<file path="config.mk">
export PLATFORM = sky130hd
export DESIGN_NAME = control_botones
export DESIGN_NICKNAME = d
export VERILOG_FILES = /design/src/rtl/control_botones_pkg.sv /design/src/rtl/control_botones_antirrebote.sv /design/src/rtl/control_botones.sv
export SDC_FILE = /design/constraint.sdc
export NUM_CORES = 1
export LEC_CHECK = 0
export BUFFER_PORTS_ARGS = -buffer_cell sky130_fd_sc_hd__buf_2
export CAP_MARGIN = 20
export CORE_AREA = 2 2 151 153
export DETAILED_ROUTE_END_ITERATION = 10
export DIE_AREA = 0 0 153 155
export HOLD_SLACK_MARGIN = 0.1
export PLACE_DENSITY_LB_ADDON = 0.05
export REMOVE_ABC_BUFFERS = 1
export SYNTH_ARGS = -nofsm -noshare
export SYNTH_HDL_FRONTEND = slang
export SYNTH_HIERARCHICAL = 1
export SYNTH_SLANG_ARGS = --single-unit
</file>
<file path="constraint.sdc">
create_clock -name clk -period 2.6 [get_ports clk]
set_input_delay 0.39 -clock clk [delete_from_list [all_inputs] [get_ports clk]]
set_output_delay 0.39 -clock clk [all_outputs]
set_load 0.02 [all_outputs]
</file>
<file path="src/rtl/control_botones_pkg.sv">
// -----------------------------------------------------------------------------
// control_botones_pkg
// Shared definitions for the button front end of the clock/calendar setup path:
// field codes driven on contadoresH, the step FSM state encoding, default
// timing parameters and the wrap-around helper for the field selector.
// -----------------------------------------------------------------------------
package control_botones_pkg;

  // Default timing at 100 MHz
  localparam int DEF_DEB_CYCLES = 1000000;   // 10 ms debounce
  localparam int DEF_REP_DELAY  = 50000000;  // 0.5 s before auto-repeat
  localparam int DEF_REP_PERIOD = 25000000;  // ~4 Hz repeat rate
  localparam int DEF_NUM_FIELDS = 5;

  // Field codes seen by the downstream counters
  localparam logic [3:0] CAMPO_NINGUNO = 4'd0;
  localparam logic [3:0] CAMPO_HORA    = 4'd1;
  localparam logic [3:0] CAMPO_MIN     = 4'd2;
  localparam logic [3:0] CAMPO_DIA     = 4'd3;
  localparam logic [3:0] CAMPO_ANHO    = 4'd4;

  typedef enum logic [1:0] {
    ST_IDLE       = 2'd0,
    ST_BLOCK      = 2'd1,
    ST_WAIT_FIRST = 2'd2,
    ST_REPEAT     = 2'd3
  } step_state_t;

  // Move one field forward or backward, wrapping inside 1..last
  function automatic logic [3:0] step_field(input logic [3:0] f,
                                            input logic [3:0] last,
                                            input logic       fwd);
    if (fwd) return (f >= last) ? CAMPO_HORA : f + 4'd1;
    else     return (f <= CAMPO_HORA) ? last : f - 4'd1;
  endfunction

endpackage

</file>
<file path="src/rtl/control_botones_antirrebote.sv">
// -----------------------------------------------------------------------------
// antirrebote
// Two-flop synchronizer followed by a debounce counter for one raw button.
// The debounced level only flips after DEB_CYCLES consecutive synchronized
// samples disagree with it; shorter bounces are absorbed.
//
// Ports:
//   clk    in   system clock
//   reset  in   asynchronous active-low reset
//   raw    in   raw button, asynchronous to clk
//   level  out  debounced level
//   rise   out  one-cycle pulse the cycle after level goes 0 -> 1
// -----------------------------------------------------------------------------
module antirrebote
  import control_botones_pkg::*;
#(
  parameter int DEB_CYCLES = DEF_DEB_CYCLES
) (
  input  logic clk,
  input  logic reset,
  input  logic raw,
  output logic level,
  output logic rise
);

  localparam int CNT_W = (DEB_CYCLES > 1) ? $clog2(DEB_CYCLES) : 1;
  localparam logic [CNT_W-1:0] CNT_MAX = CNT_W'(DEB_CYCLES - 1);

  logic             sync_p1;
  logic             sync_p2;
  logic             level_p1;
  logic [CNT_W-1:0] cnt;

  always_ff @(posedge clk or negedge reset) begin
    if (!reset) begin
      sync_p1  <= 1'b0;
      sync_p2  <= 1'b0;
      level    <= 1'b0;
      level_p1 <= 1'b0;
      cnt      <= '0;
      rise     <= 1'b0;
    end else begin
      sync_p1 <= raw;
      sync_p2 <= sync_p1;
      // Any sample agreeing with the current level restarts the stability count
      if (sync_p2 == level) begin
        cnt <= '0;
      end else if (cnt == CNT_MAX) begin
        level <= ~level;
        cnt   <= '0;
      end else begin
        cnt <= cnt + 1'b1;
      end
      level_p1 <= level;
      rise     <= level & ~level_p1;
    end
  end

endmodule

</file>
<file path="src/rtl/control_botones.sv">
// -----------------------------------------------------------------------------
// control_botones
// Button conditioner for the clock/calendar configuration path. Debounces the
// four buttons, keeps track of the field being edited (contadoresH) and issues
// one-cycle Arriba/Abajo step pulses for the per-field counters.
//
// Build option: define AUTO_REPEAT_EN to add hold-to-repeat (WAIT_FIRST and
// REPEAT states plus the repeat counter). Without it each debounced press gives
// exactly one step pulse.
//
// Ports:
//   clk          in   system clock
//   reset        in   asynchronous active-low reset
//   config_en    in   configuration mode enable (level)
//   btn_up       in   raw button, increment
//   btn_down     in   raw button, decrement
//   btn_left     in   raw button, previous field
//   btn_right    in   raw button, next field
//   contadoresH  out  selected field code (0 = none, 1..NUM_FIELDS)
//   Arriba       out  increment pulse, one clk wide
//   Abajo        out  decrement pulse, one clk wide
// -----------------------------------------------------------------------------
module control_botones
  import control_botones_pkg::*;
#(
  parameter int DEB_CYCLES = DEF_DEB_CYCLES,
  parameter int REP_DELAY  = DEF_REP_DELAY,
  parameter int REP_PERIOD = DEF_REP_PERIOD,
  parameter int NUM_FIELDS = DEF_NUM_FIELDS
) (
  input  logic       clk,
  input  logic       reset,
  input  logic       config_en,
  input  logic       btn_up,
  input  logic       btn_down,
  input  logic       btn_left,
  input  logic       btn_right,
  output logic [3:0] contadoresH,
  output logic       Arriba,
  output logic       Abajo
);

  if (DEB_CYCLES < 1 || REP_DELAY < 1 || REP_PERIOD < 1 ||
      NUM_FIELDS < 1 || NUM_FIELDS > 15) begin : g_bad_params
    $error("control_botones: illegal parameter set");
  end

  localparam logic [3:0] LAST_FIELD = 4'(NUM_FIELDS);

  logic lvl_up, lvl_down, lvl_left, lvl_right;
  logic rise_up, rise_down, rise_left, rise_right;

  antirrebote #(.DEB_CYCLES(DEB_CYCLES)) u_deb_up (
    .clk(clk), .reset(reset), .raw(btn_up), .level(lvl_up), .rise(rise_up));
  antirrebote #(.DEB_CYCLES(DEB_CYCLES)) u_deb_down (
    .clk(clk), .reset(reset), .raw(btn_down), .level(lvl_down), .rise(rise_down));
  antirrebote #(.DEB_CYCLES(DEB_CYCLES)) u_deb_left (
    .clk(clk), .reset(reset), .raw(btn_left), .level(lvl_left), .rise(rise_left));
  antirrebote #(.DEB_CYCLES(DEB_CYCLES)) u_deb_right (
    .clk(clk), .reset(reset), .raw(btn_right), .level(lvl_right), .rise(rise_right));

  // Field selection reacts to press events only; the held levels of
  // left/right carry no meaning here.
  logic unused_ok;
  assign unused_ok = ^{lvl_left, lvl_right};

  logic       cfg_p1, cfg_p2;
  logic [3:0] field, field_next;
  logic       field_chg;
  logic       up_p, down_p;

  always_comb begin
    field_next = field;
    if (!config_en) begin
      field_next = CAMPO_NINGUNO;
    end else if (cfg_p1 && !cfg_p2) begin
      field_next = CAMPO_HORA;
    end else if (field != CAMPO_NINGUNO && (rise_right ^ rise_left)) begin
      field_next = step_field(field, LAST_FIELD, rise_right);
    end
  end

  assign field_chg   = (field_next != field);
  assign contadoresH = field;

  step_state_t state, state_next;

`ifdef AUTO_REPEAT_EN
  localparam int REP_MAX = (REP_DELAY > REP_PERIOD) ? REP_DELAY : REP_PERIOD;
  localparam int REP_W   = (REP_MAX > 1) ? $clog2(REP_MAX) : 1;
  localparam logic [REP_W-1:0] DELAY_LOAD  = REP_W'(REP_DELAY - 1);
  localparam logic [REP_W-1:0] PERIOD_LOAD = REP_W'(REP_PERIOD - 1);

  logic [REP_W-1:0] rep_cnt, rep_cnt_next;
  logic             dir, dir_next;     // latched direction: 1 = down
  logic             held, other;

  assign held  = dir ? lvl_down : lvl_up;
  assign other = dir ? lvl_up   : lvl_down;

  always_ff @(posedge clk or negedge reset) begin
    if (!reset) begin
      state   <= ST_IDLE;
      rep_cnt <= '0;
      dir     <= 1'b0;
    end else begin
      state   <= state_next;
      rep_cnt <= rep_cnt_next;
      dir     <= dir_next;
    end
  end

  always_comb begin
    state_next   = state;
    rep_cnt_next = rep_cnt;
    dir_next     = dir;
    up_p         = 1'b0;
    down_p       = 1'b0;
    if (!config_en || field_chg) begin
      state_next   = ST_IDLE;
      rep_cnt_next = '0;
    end else begin
      case (state)
        ST_IDLE: begin
          if (lvl_up && lvl_down) begin
            state_next = ST_BLOCK;
          end else if (rise_up || rise_down) begin
            state_next   = ST_WAIT_FIRST;
            rep_cnt_next = DELAY_LOAD;
            dir_next     = rise_down;
            up_p         = rise_up;
            down_p       = rise_down;
          end
        end
        ST_BLOCK: begin
          if (!lvl_up && !lvl_down) state_next = ST_IDLE;
        end
        ST_WAIT_FIRST, ST_REPEAT: begin
          if (other) begin
            state_next   = ST_BLOCK;
            rep_cnt_next = '0;
          end else if (!held) begin
            state_next   = ST_IDLE;
            rep_cnt_next = '0;
          end else if (rep_cnt == '0) begin
            state_next   = ST_REPEAT;
            rep_cnt_next = PERIOD_LOAD;
            up_p         = ~dir;
            down_p       = dir;
          end else begin
            rep_cnt_next = rep_cnt - 1'b1;
          end
        end
        default: state_next = ST_IDLE;
      endcase
    end
  end
`else
  always_ff @(posedge clk or negedge reset) begin
    if (!reset) state <= ST_IDLE;
    else        state <= state_next;
  end

  // Single pulse per press: staying in IDLE while held is enough, since a
  // new pulse needs a new rise event.
  always_comb begin
    state_next = state;
    up_p       = 1'b0;
    down_p     = 1'b0;
    if (!config_en || field_chg) begin
      state_next = ST_IDLE;
    end else begin
      case (state)
        ST_IDLE: begin
          if (lvl_up && lvl_down) begin
            state_next = ST_BLOCK;
          end else begin
            up_p   = rise_up;
            down_p = rise_down;
          end
        end
        ST_BLOCK: begin
          if (!lvl_up && !lvl_down) state_next = ST_IDLE;
        end
        default: state_next = ST_IDLE;
      endcase
    end
  end
`endif

  always_ff @(posedge clk or negedge reset) begin
    if (!reset) begin
      cfg_p1 <= 1'b0;
      cfg_p2 <= 1'b0;
      field  <= CAMPO_NINGUNO;
      Arriba <= 1'b0;
      Abajo  <= 1'b0;
    end else begin
      cfg_p1 <= config_en;
      cfg_p2 <= cfg_p1;
      field  <= field_next;
      Arriba <= up_p   & config_en & (field != CAMPO_NINGUNO);
      Abajo  <= down_p & config_en & (field != CAMPO_NINGUNO);
    end
  end

endmodule

</file>
Yosys cells after proc, flatten, opt, wreduce, memory -nomap -nowiden
Cells that the tools add are included.
{ "word_totals": {"register_bits": 110, "latchBits": 0, "ramBits": 0, "mem_bits_ro": 0, "input_bits": 7, "word_cells": 111, "n_memories": 0} }
{ "classes": {"n_addsub": 6, "multipliers": 0, "div": 0, "n_lt_le_gt_ge": 2, "n_eq_ne": 12, "shifts": 0, "muxes": 24, "n_bitwise": 21, "n_reduce_logical": 16} }
{ "ops": {"columns": ["cell", "n"], "rows": [
  ["$mux W20", 8],
  ["$add A20 B1 Y20 const B", 4],
  ["$eq A20 B20 Y1 const B", 4],
  ["$mux W4", 6],
  ["$not A1 Y1", 12],
  ["$reduce_and A2 Y1", 5],
  ["$and A1 B1 Y1", 8],
  ["$mux W1", 6],
  ["$mux W2", 3],
  ["$ne A3 B3 Y1 const B", 2],
  ["$add A4 B1 Y4 const B", 1],
  ["$eq A1 B1 Y1", 4],
  ["$ge A4 B3 Y1 const B", 1],
  ["$le A4 B1 Y1 const B", 1],
  ["$logic_and A1 B1 Y1", 4],
  ["$logic_not A1 Y1", 4],
  ["$ne A4 B4 Y1", 1],
  ["$pmux W2 S2", 1],
  ["$reduce_bool A4 Y1", 1],
  ["$sub A4 B1 Y4 const B", 1],
  ["$eq A2 B1 Y1 const B", 1],
  ["$logic_not A2 Y1", 1],
  ["$logic_or A1 B1 Y1", 1],
  ["$xor A1 B1 Y1", 1]
]} }

Depth between registers and ports, before layout
{ "logic_depth": {"ltp_word": 11, "depth_mapped": 8, "depth_no_buf": 8} }

By module
The synthesis kept the hierarchy.
{ "modules_own_cells": {"columns": ["mod", "instances", "cells_per_inst", "area_each_um2", "seq_area_each_um2"], "rows": [
  ["antirrebote", 4, 111, 1171.1, 625.6],
  ["control_botones", 1, 86, 734.5, 225.2]
]} }

Least setup slack after synthesis
OpenSTA, ideal clock, no wires.
{ "synth_path": {"path_type": "reg2reg", "from": "register field[1] (netlist: contadoresH[1])", "to": "register Abajo", "setup_ns": 0.120, "arrival_time_ns": 2.058, "setup_slack_ns": 0.422, "stages_incl_launch_ff": 9, "cell_sequence": "dfrtp_1 > inv_1 > ha_1 > nand2b_2 > a31o_1 > a211o_1 > or3_1 > nand4_1 > nor2_1"} }
{ "synth_between": {"elab_chain_len": 11, "word_cells_on_any_way": 17, "classes_between": "2 x add/sub; 2 x order compare; 1 x eq/ne; 7 x mux; 2 x bitwise; 3 x reduce/logical"} }
{ "synth_lines": {"columns": ["item", "line", "rtl"], "rows": [
  ["start, declared", "control_botones.sv:68", "logic [3:0] field, field_next;"],
  ["start signal, assigned", "control_botones.sv:201", "field <= field_next;"],
  ["$sub A4 B1 Y4, or another cell as far along", "control_botones_pkg.sv:34", "else return (f <= CAMPO_HORA) ? last : f - 4'd1;"],
  ["$mux W4 (on tied branches)", "control_botones_pkg.sv:34, control_botones_pkg.sv:33", null],
  ["$mux W4", "control_botones_pkg.sv:33", "if (fwd) return (f >= last) ? CAMPO_HORA : f + 4'd1;"],
  ["$mux W4", "control_botones.sv:78", "end else if (field != CAMPO_NINGUNO && (rise_right ^ rise_left)) begin"],
  ["$mux W4", "control_botones.sv:76", "end else if (cfg_p1 && !cfg_p2) begin"],
  ["$mux W4", "control_botones.sv:74", "if (!config_en) begin"],
  ["$ne A4 B4 Y1", "control_botones.sv:83", "assign field_chg = (field_next != field);"],
  ["$logic_or A1 B1 Y1", "control_botones.sv:170", "if (!config_en || field_chg) begin"],
  ["$mux W1", "control_botones.sv:170", null],
  ["$and A1 B1 Y1", "control_botones.sv:203", "Abajo <= down_p & config_en & (field != CAMPO_NINGUNO);"],
  ["$and A1 B1 Y1 *", "control_botones.sv:203", null],
  ["end signal, assigned", "control_botones.sv:203", null],
  ["end, declared", "control_botones.sv:40", "output logic Abajo"]
]} }
Mark *: on every way between the ends. The rest lies on a longest branch, timed or not.
A chain may end at the register's enable or synchronous reset.

Final worst setup path
{ "layout_path": {"from": "register field[1] (netlist: contadoresH[1])", "to": "register state[0]"} }
{ "layout_between": {"elab_chain_len": 10, "word_cells_on_any_way": 18, "classes_between": "2 x add/sub; 2 x order compare; 3 x eq/ne; 7 x mux; 4 x reduce/logical"} }
{ "layout_lines": {"columns": ["item", "line", "rtl"], "rows": [
  ["$sub A4 B1 Y4, or another cell as far along", "control_botones_pkg.sv:34", null],
  ["$mux W4 (on tied branches)", "control_botones_pkg.sv:34, control_botones_pkg.sv:33", null],
  ["$mux W4", "control_botones_pkg.sv:33", null],
  ["$mux W4", "control_botones.sv:78", null],
  ["$mux W4", "control_botones.sv:76", null],
  ["$mux W4", "control_botones.sv:74", null],
  ["$ne A4 B4 Y1 *", "control_botones.sv:83", null],
  ["$logic_or A1 B1 Y1 *", "control_botones.sv:170", null],
  ["$ne A3 B3 Y1 (no line)", null, null],
  ["$reduce_and A2 Y1 (no line)", null, null],
  ["end signal, assigned", "control_botones.sv:161", "else state <= state_next;"],
  ["end, declared", "control_botones.sv:86", "step_state_t state, state_next;"]
]} }
Marks and branches as above.

==> run metrics <==
Root Buffer clkbuf_16; VDD IR max 0.000256 V; Critical Path RT 2.87 ns; Leak 0.00247 uW; Detail Placement HPWL 7.83 mm; overall routing resource usage 0.102; CP endpoint kind register; PostCTS Resize Cnt 0; Slew headroom 0.610; fillcell total 2303; Switching Fraction 0.232; sequential-to-total area share from yosys stat 0.503; htree depth 3; I/O Pins 13; Crit-path slowest cell dfrtp_1; pins over their slew limit 0; status finished clean; die area 23700 um^2; Setup Total Neg Slack 0 ns; Clk pwr share 0.405; crit-path max FO 8; CTS tree done; Starting Density 0.244; IO buf count 12; post-synth cell types 47; Clock Sinks 109; Int Power 2440 uW; Die Height 155 um; worst-margin pin slew 0.580 ns; R2R Path Start contadoresH[1]$_DFF_PN0_; Sw Pwr 737 uW; sequential share of power 0.549; power per cell area 515 nW/um^2; Die X 153 um; antenna-violating nets left 0; most frequent cells in the layout 109 x dfrtp_1, 84 x nor2_1, 45 x xnor2_1; commonest non-fill, non-tap cell in the layout dfrtp_1; Logic pwr share 0.045; reg2reg path depth 8; max cap viols 0; crit path DAT 2.55 ns; Hold Crit Class input port to register; Final Net Count 570; initial antenna violation count 0; DRT Wirelength 11.2 mm; Final Setup Violations 0; vias in the first global route 3781; Hold Fails Final Rpt 0; multi-input logic area 2570 um^2; Setup WS post-layout 0.325 ns; Yosys warnings 6; Ant. Diodes 0; Min Clock Period, post-route 2.27 ns; reg2reg setup slack 0.33 ns; clock slew at reported path FFs 0.07 ns; Critical Path Source contadoresH[1]$_DFF_PN0_; first-pass GRT wire length 19.7 mm; gr ovfl total 0; CP Launch Type register; CTS Buf Count 9; Pre-Repair DR Iteration Count 4; Via Count 3774; Clock Latency Late Sink 0.35 ns; drt via density 4.47; Layout area overhead 13.6%; slowest stage delay, CP 0.48 ns; largest net degree at the start of global routing 42; Highest Clock Rate 0.440 GHz; Initial DRC Count 183; post-synthesis average cell area 10.2 um^2; Post-Syn Area 5420 um^2; GP Congestion 0.777; DR WL/cell 13.3 um; Post-Syn Instances 530; Critical R2R Capture state[0]$_DFFE_PN0P_; Core ar. 22200 um^2; Critical Path End state[0]$_DFFE_PN0P_; Clock Skew 0.00692 ns; FF+latch count, synth 109; residual DRC count 0; Reg area 2730 um^2; Cell Chain, Critical Path inv_1 > ha_1 > nand2b_2 > a2111oi_0 > and3b_1 > a311oi_2 > nand4_1 > a21oi_1; Worst Hold Margin 0.144 ns; Rows 55; DP Worst Slack 0.364 ns; RSZ-0062 raised after global routing false; Final Cycle Share 0.875; share of cells above drive strength 1 0.106; crit path kind register to register; clock tree buffer depth 2
through the flow:
stage,power [uW],utilization,instances,area [um^2]
after floorplan,1840,-,522,5380
after global routing,3340,0.277,844,6150
final,3170,0.277,844,6150
after global placement,1930,0.264,828,5880
after CTS,3260,0.277,844,6150
after detailed placement,1920,0.264,828,5880
cell families after synthesis:
kind of cell	Yosys count	share of synthesized area
xor+xnor	66	0.107
buf+inv	28	0.0215
simple gates	258	0.265
fa+ha+maj	8	0.0185
flops	109	0.503
mux	14	0.0268
compound gates	47	0.0582
worst min-delay path by stage:
stage / from / endpoint / slack (ns) / cells after the start
floorplan: reset / Abajo$_DFF_PN0_ / 0.09 / 0
global placement: u_deb_down/sync_p1$_DFF_PN0_ / u_deb_down/sync_p2$_DFF_PN0_ / 0.33 / 0
detailed placement: u_deb_right/sync_p1$_DFF_PN0_ / u_deb_right/sync_p2$_DFF_PN0_ / 0.34 / 0
CTS: btn_right / u_deb_right/sync_p1$_DFF_PN0_ / 0.13 / 1
global route: btn_right / u_deb_right/sync_p1$_DFF_PN0_ / 0.13 / 1
finish: btn_right / u_deb_right/sync_p1$_DFF_PN0_ / 0.14 / 1
state kept, by name, summed over array words and instances (netlist names), 4 cells and up:
signal,cells
contadoresH,4
u_deb_down/cnt,20
u_deb_left/cnt,20
u_deb_right/cnt,20
u_deb_up/cnt,20
worst max-delay path: cells and delay by family (launching register included):
kind | cells | cell delay, ns
AOI/OAI and AO/OA | 3 | 0.72
adders and majority gates | 1 | 0.23
buffers and inverters | 1 | 0.13
DFF | 1 | 0.48
and+or+nand+nor | 3 | 0.65
cell usage after synthesis (all sizes together):
cell	instances	area [um^2]
dfrtp	109	2730
nor2	84	315
xnor2	45	394
nand2	30	113
nand3	25	125
nor3	22	110
nor4	22	163
nand4	21	216
xor2	21	184
inv	20	75.1
o21ai	20	115
a21oi	14	81.3
mux2i	10	100
nor4b	9	78.8
or3	9	56.3
and4	8	70.1
ha	8	100
buf	7	37.5
nor2b	7	43.8
and2	5	31.3
and3	5	31.3
mux2	4	45.0
or4	4	30.0
nand2b	3	21.3
nand3b	3	22.5
a211oi	2	15.0
o211a	2	20.0
a2111oi	1	8.76
a211o	1	8.76
a21boi	1	7.51
a221oi	1	8.76
a311oi	1	15.0
a31o	1	8.76
and3b	1	8.76
clkbuf	1	3.75
o21a	1	7.51
o31a	1	8.76
o32a	1	10.0
routing by layer:
metal  global-route usage  vias up  part of all wire
li1                     -     1911                 -
met1                0.142     1819              0.52
met2                0.156       34              0.44
met3               0.0192       10             0.022
met4               0.0437        0             0.018
met5                    0        -                 0
what timing repair did:
item,4_1_cts,5_1_grt
buffers inserted,0,0
hold buffers,1,0
endpoints found under the hold margin,37,0
endpoints found under the setup margin,0,0
power by group through the flow:
| stage | registers (uW) | logic, uW | clock network (uW) |
|---|---|---|---|
| floorplan | 1770 | 69.8 | 0 |
| global placement | 1780 | 151 | 0 |
| detailed placement | 1780 | 148 | 0 |
| CTS | 1740 | 150 | 1370 |
| global route | 1750 | 166 | 1430 |
| finish | 1740 | 143 | 1290 |
final cells by class:
| class | count | share of cell area |
|---|---|---|
| clock buffers | 11 | 0.0394 |
| clock inverters | 4 | 0.00407 |
| inverters | 20 | 0.0122 |
| multi-input cells | 393 | 0.418 |
| flip-flops and latches | 109 | 0.443 |
| well taps | 285 | 0.0579 |
| repair buffers | 22 | 0.0248 |
(Power assumes the default switching activity.)
